File: src/rtl/serial_subtractor.sv
// -----------------------------------------------------------------------------
// serial_subtractor
//
// Multi-cycle subtractor computing d = a - b - bin, DIGIT bits per clock,
// least-significant slice first. The borrow between slices is held in a
// register, so only a DIGIT-bit ripple of full-subtractor cells is built in
// logic regardless of WIDTH. A start/busy/done handshake frames each operation.
//
// Parameters
//   WIDTH : operand/result width in bits (>= 2)
//   DIGIT : bits processed per clock, must divide WIDTH
//
// Ports
//   clk    in   rising-edge clock
//   rst_n  in   asynchronous active-low reset
//   start  in   request, sampled only while busy=0
//   a      in   minuend, captured with an accepted start
//   b      in   subtrahend, captured with an accepted start
//   bin    in   borrow-in, captured with an accepted start
//   busy   out  high while a subtraction is in progress
//   done   out  one-cycle pulse when results become valid
//   d      out  difference modulo 2^WIDTH
//   bout   out  borrow out of the MSB (unsigned a < b + bin)
//   ovf    out  signed two's-complement overflow
//   zero   out  high when d == 0
// -----------------------------------------------------------------------------
module serial_subtractor #(
  parameter int WIDTH = 8,
  parameter int DIGIT = 1
) (
  input  logic             clk,
  input  logic             rst_n,
  input  logic             start,
  input  logic [WIDTH-1:0] a,
  input  logic [WIDTH-1:0] b,
  input  logic             bin,
  output logic             busy,
  output logic             done,
  output logic [WIDTH-1:0] d,
  output logic             bout,
  output logic             ovf,
  output logic             zero
);

  localparam int N     = WIDTH / DIGIT;
  localparam int CNT_W = (N > 1) ? $clog2(N) : 1;
  localparam logic [CNT_W-1:0] CNT_LAST = CNT_W'(N - 1);

  // Reject unusable configurations at elaboration time.
  generate
    if (WIDTH < 2) begin : g_bad_width
      $error("serial_subtractor: WIDTH must be >= 2");
    end
    if (DIGIT < 1 || (WIDTH % DIGIT) != 0) begin : g_bad_digit
      $error("serial_subtractor: DIGIT must divide WIDTH exactly");
    end
  endgenerate

  typedef enum logic [1:0] {
    ST_IDLE = 2'd0,
    ST_RUN  = 2'd1,
    ST_DONE = 2'd2
  } state_t;

  state_t             state_reg;
  logic [WIDTH-1:0]   a_reg;       // minuend, shifted right one slice per RUN edge
  logic [WIDTH-1:0]   b_reg;       // subtrahend, shifted alongside a_reg
  logic               borrow_reg;  // borrow into the next slice
  logic [WIDTH-1:0]   acc_reg;     // partial difference, filled from the top
  logic [CNT_W-1:0]   cnt_reg;
  logic               busy_reg;
  logic               done_reg;
  logic [WIDTH-1:0]   d_reg;
  logic               bout_reg;
  logic               ovf_reg;
  logic               zero_reg;

  // ---------------------------------------------------------------------------
  // One DIGIT-bit slice of full-subtractor cells.
  // br_chain[gi] is the borrow into cell gi; br_chain[DIGIT] leaves the slice.
  // ---------------------------------------------------------------------------
  logic [DIGIT-1:0] x_slice;
  logic [DIGIT-1:0] y_slice;
  logic [DIGIT-1:0] diff_slice;
  logic [DIGIT:0]   br_chain;

  assign x_slice     = a_reg[DIGIT-1:0];
  assign y_slice     = b_reg[DIGIT-1:0];
  assign br_chain[0] = borrow_reg;

  genvar gi;
  generate
    for (gi = 0; gi < DIGIT; gi++) begin : g_cell
      assign diff_slice[gi]   = x_slice[gi] ^ y_slice[gi] ^ br_chain[gi];
      assign br_chain[gi + 1] = (~x_slice[gi] & y_slice[gi]) |
                                (~(x_slice[gi] ^ y_slice[gi]) & br_chain[gi]);
    end
  endgenerate

  // The new slice enters at the top of the accumulator, so after N edges the
  // first slice has walked down to bit 0 and the word is in natural order.
  logic [WIDTH-1:0] acc_shift;
  assign acc_shift = (acc_reg >> DIGIT) | (WIDTH'(diff_slice) << (WIDTH - DIGIT));

  // ---------------------------------------------------------------------------
  // Control FSM and datapath registers.
  // ---------------------------------------------------------------------------
  always_ff @(posedge clk or negedge rst_n) begin
    if (!rst_n) begin
      state_reg  <= ST_IDLE;
      a_reg      <= '0;
      b_reg      <= '0;
      borrow_reg <= 1'b0;
      acc_reg    <= '0;
      cnt_reg    <= '0;
      busy_reg   <= 1'b0;
      done_reg   <= 1'b0;
      d_reg      <= '0;
      bout_reg   <= 1'b0;
      ovf_reg    <= 1'b0;
      zero_reg   <= 1'b0;
    end else begin
      case (state_reg)
        ST_IDLE: begin
          done_reg <= 1'b0;
          if (start) begin
            a_reg      <= a;
            b_reg      <= b;
            borrow_reg <= bin;
            acc_reg    <= '0;
            cnt_reg    <= '0;
            busy_reg   <= 1'b1;
            state_reg  <= ST_RUN;
          end
        end

        ST_RUN: begin
          // start is deliberately not looked at here: no queueing.
          a_reg      <= a_reg >> DIGIT;
          b_reg      <= b_reg >> DIGIT;
          borrow_reg <= br_chain[DIGIT];
          acc_reg    <= acc_shift;
          cnt_reg    <= cnt_reg + 1'b1;
          if (cnt_reg == CNT_LAST) begin
            // Last slice: publish all results together so d never shows a
            // partial word. Overflow is the borrow into the MSB cell XOR the
            // borrow out of it.
            d_reg     <= acc_shift;
            bout_reg  <= br_chain[DIGIT];
            ovf_reg   <= br_chain[DIGIT-1] ^ br_chain[DIGIT];
            zero_reg  <= (acc_shift == '0);
            busy_reg  <= 1'b0;
            done_reg  <= 1'b1;
            state_reg <= ST_DONE;
          end
        end

        ST_DONE: begin
          done_reg <= 1'b0;
          if (start) begin
            // Back-to-back: done falls and busy rises on the same edge.
            a_reg      <= a;
            b_reg      <= b;
            borrow_reg <= bin;
            acc_reg    <= '0;
            cnt_reg    <= '0;
            busy_reg   <= 1'b1;
            state_reg  <= ST_RUN;
          end else begin
            state_reg <= ST_IDLE;
          end
        end

        default: begin
          busy_reg  <= 1'b0;
          done_reg  <= 1'b0;
          state_reg <= ST_IDLE;
        end
      endcase
    end
  end

  assign busy = busy_reg;
  assign done = done_reg;
  assign d    = d_reg;
  assign bout = bout_reg;
  assign ovf  = ovf_reg;
  assign zero = zero_reg;

endmodule

File: config.mk
export PLATFORM = sky130hd
export DESIGN_NAME = serial_subtractor
export DESIGN_NICKNAME = d
export VERILOG_FILES = /design/src/rtl/serial_subtractor.sv
export SDC_FILE = /design/constraint.sdc
export NUM_CORES = 1
export LEC_CHECK = 0
export ABC_CLOCK_PERIOD_IN_PS = 1820
export BUFFER_PORTS_ARGS = -buffer_cell sky130_fd_sc_hd__buf_2
export CAP_MARGIN = 20
export CORE_MARGIN = 2
export CORE_UTILIZATION = 55
export DETAILED_ROUTE_END_ITERATION = 7
export PLACE_DENSITY = 0.78
export SKIP_LAST_GASP = 1
export SYNTH_ARGS = -nofsm -noshare
export SYNTH_HDL_FRONTEND = slang
export SYNTH_SLANG_ARGS = --single-unit
export TNS_END_PERCENT = 100
File: constraint.sdc
create_clock -name clk -period 1.82 [get_ports clk]
set_input_delay 0.182 -clock clk [delete_from_list [all_inputs] [get_ports clk]]
set_output_delay 0.182 -clock clk [all_outputs]
set_load 0.02 [all_outputs]
==> metrics.md <==
| Metric | Value |
|---|---|
| Largest delay share family, worst path | `adder cells` |
| Area growth syn-to-layout | `12.3%` |
| TritonCTS Buffers | `5` |
| Hold path depth | `3` |
| Achievable Freq | `about 610 MHz` |
| Register-to-Register Path Depth | `4` |
| Initial antenna violation count | `0` |
| CP endpoint kind | `flip-flop` |
| Worst path required time | `~2 ns` |
| First-pass GRT wire length | `5390 µm` |
| Clock tree from TritonCTS | `yes` |
| Initial cell density of the core | `0.572` |
| Maximum vdd drop | `just over 1 mV` |
| Fillers | `280` |
| Critical path class | `reg2reg` |
| Crit-path cells | `ha_1, ha_1, nand3b_2, mux2_2` |
| Clk buf depth | `2` |
| I/O Buffers | `32` |
| Slew Viols, Final | `0` |
| Final setup fails | `0` |
| Vias | `between 1,000 and 1,500` |
| Netlist cell types | `24` |
| CP max-delay cell | `dfrtp_1` |
| TritonCTS Sinks | `42` |
| P_leak | `1.08 nW` |
| DR WL/cell | `between 10 and 15 µm` |
| GP Congestion | `~0.74` |
| Storage element area | `roughly 0.0011 mm²` |
| Most frequent CP cell | `ha_1` |
| Most common cell after layout, fill and taps aside | `dfrtp_1` |
| Share of post-route cells with drive strength above 1 | `0.488` |
| Core area | `about 0.0033 mm²` |
| Instance count on the critical path | `4` |
| Dpl hpwl | `between 2000 and 2500 µm` |
| Period minus WS final | `between 1.5 and 2 ns` |
| Clock latency on the worst-skew pair | `around 0.34 ns` |
| MaxCap Viol Count | `0` |
| Hold Path Class | `in2reg` |
| Cts hold-fix bufs | `1` |
| Final Hold Vio Count | `0` |
| Die ar. | `slightly below 0.004 mm²` |
| All-Layer GR Usage | `0.175` |
| Post-route setup TNS | `0 ns` |
| Final WL | `3090 µm` |
| Crit share post-route | `0.895` |
| PostCTS Resize Cnt | `0` |
| Die Wd | `between 60 and 70 µm` |
| Setup bufs post-CTS | `0` |
| Total gr overflow | `0` |
| ANT cells | `0` |
| #FFs+latches synth | `between 40 and 50` |
| DR DRC count | `0` |
| Syn avg cell area | `approximately 15 µm²` |
| First-iteration detailed-routing DRC count | `44` |
| Largest net degree at the start of global routing | `43` |
| Row count | `21` |
| Register area share after synthesis | `0.550` |
| Clock Skews | `0.0120 ns` |
| Multi-input gate area | `766 µm²` |
| Slew headroom | `0.660` |
| Mapped Area | `between 0.0015 and 0.002 mm²` |
| Setup crit start kind | `flip-flop` |
| Syn Inst Count | `130` |
| Arrival @ worst endpoint | `~1.9 ns` |
| Io pins | `33` |
| Critical path buffers and inverters | `0` |
| CP Max Fanout | `15` |
| Final Util | `0.643` |
| Max incr delay on CP | `slightly above 0.4 ns` |
| Worst Tran Pin Value | `0.511 ns` |
| Iteration count of the initial detailed-routing pass | `4` |
| Synthesized net count | `roughly 150` |
| RSZ-0062 raised after global routing | `false` |
| Non-Filler Instances | `214` |
| Pwr dens | `approximately 1800 mW/mm²` |
| YS warnings | `0` |
| # placed instances | `about 210` |
| Status | `complete, no violations` |
| Post-route ant nets | `0` |
| NumNets Final | `190` |
| Vias in the first global route | `roughly 1,200` |
| Most frequent cells in the layout | `dfrtp_1 (42), buf_2 (32), mux2_2 (27)` |
| Power, Total | `3.89 mW` |
| Worst-path clk slew | `0.12 ns` |
| Via/cell ratio | `~5.3` |
| Htree depth | `2` |
| CTS Root Cell | `clkbuf_4` |
| Die Ht | `roughly 63 µm` |
worst min-delay path, cell delays in order:
cell and delay [ns]:
buf_2 0.09, mux2i_1 0.06, mux2i_1 0.11
power by group:
part	internal, mW	leakage [nW]	total, mW	switching (mW)
logic	0.993	0.522	1.84	0.845
registers	1.35	0.527	1.61	0.255
clock network	0.152	0.0322	0.444	0.292
synth_stat cells:
| library cell | number | area [µm²] |
|---|---|---|
| buf_4 | 1 | 7.51 |
| a22o_1 | 9 | 78.8 |
| and2b_4 | 1 | 10.0 |
| a21o_1 | 1 | 7.51 |
| nor2_1 | 2 | 7.51 |
| nor4_1 | 2 | 12.5 |
| fa_1 | 1 | 20.0 |
| nor2_8 | 1 | 20.0 |
| buf_6 | 4 | 45.0 |
| ha_1 | 2 | 25.0 |
| nand2_1 | 5 | 18.8 |
| mux2_2 | 27 | 304 |
| buf_12 | 1 | 20.0 |
| buf_2 | 1 | 5.00 |
| nor2b_4 | 1 | 13.8 |
| nand3b_2 | 1 | 11.3 |
| o21ai_0 | 6 | 30.0 |
| inv_1 | 4 | 15.0 |
| nand3_1 | 2 | 10.0 |
| dfrtp_1 | 42 | 1050 |
| mux2_4 | 8 | 120 |
| mux2i_1 | 6 | 60.1 |
| xor2_1 | 1 | 8.76 |
| o21a_1 | 1 | 7.51 |
layer usage:
metal  track usage  up-vias  part of all wire
met5             0        -                 0
met4        0.0583        0             0.014
met3        0.0432        6             0.039
met2         0.277       24              0.47
met1         0.237      556              0.47
li1              -      542                 -
cells by family (layout without fill, tap and decap cells):
group | Yosys count | count (layout) | synth area share
xor+xnor | 1 | 1 | 0.00459
flops | 42 | 42 | 0.550
simple gates | 15 | 15 | 0.0544
mux | 41 | 41 | 0.254
buf+inv | 11 | 49 | 0.0485
compound gates | 17 | 17 | 0.0649
fa+ha+maj | 3 | 3 | 0.0236
layout make-up:
class	instances	area share
multi-input cells	77	0.357
clock inverters	2	0.00642
repair buffers	37	0.0933
inverters	4	0.00700
clock buffers	6	0.0193
flip-flops and latches	42	0.490
well taps	46	0.0268
path summary, 6_finish.rpt:
| check | endpoint | slack, ns | start |
|---|---|---|---|
| setup / recovery | d[3] | 0.19 | cnt_reg[0] |
| hold / removal | borrow_reg | 0.14 | bin |
| setup reg to reg | d[3] | 0.19 | cnt_reg[0] |
| hold reg to reg | bout | 0.49 | bout |
| max in group asynchronous | b_reg[7] | 1.05 | rst_n |
| min in group asynchronous | d[7] | 0.41 | rst_n |
stage by stage:
step	setup slack [ns]	instance area, µm²	hold slack [ns]
2_1_floorplan	0.328	1910	-0.114
3_3_place_gp	0.294	2080	0.269
3_5_place_dp	0.211	2080	0.277
4_1_cts	0.188	2140	0.127
5_1_grt	0.136	2140	0.134
6_report	0.192	2140	0.141
No activity file was read; power rests on OpenSTA's default activity.
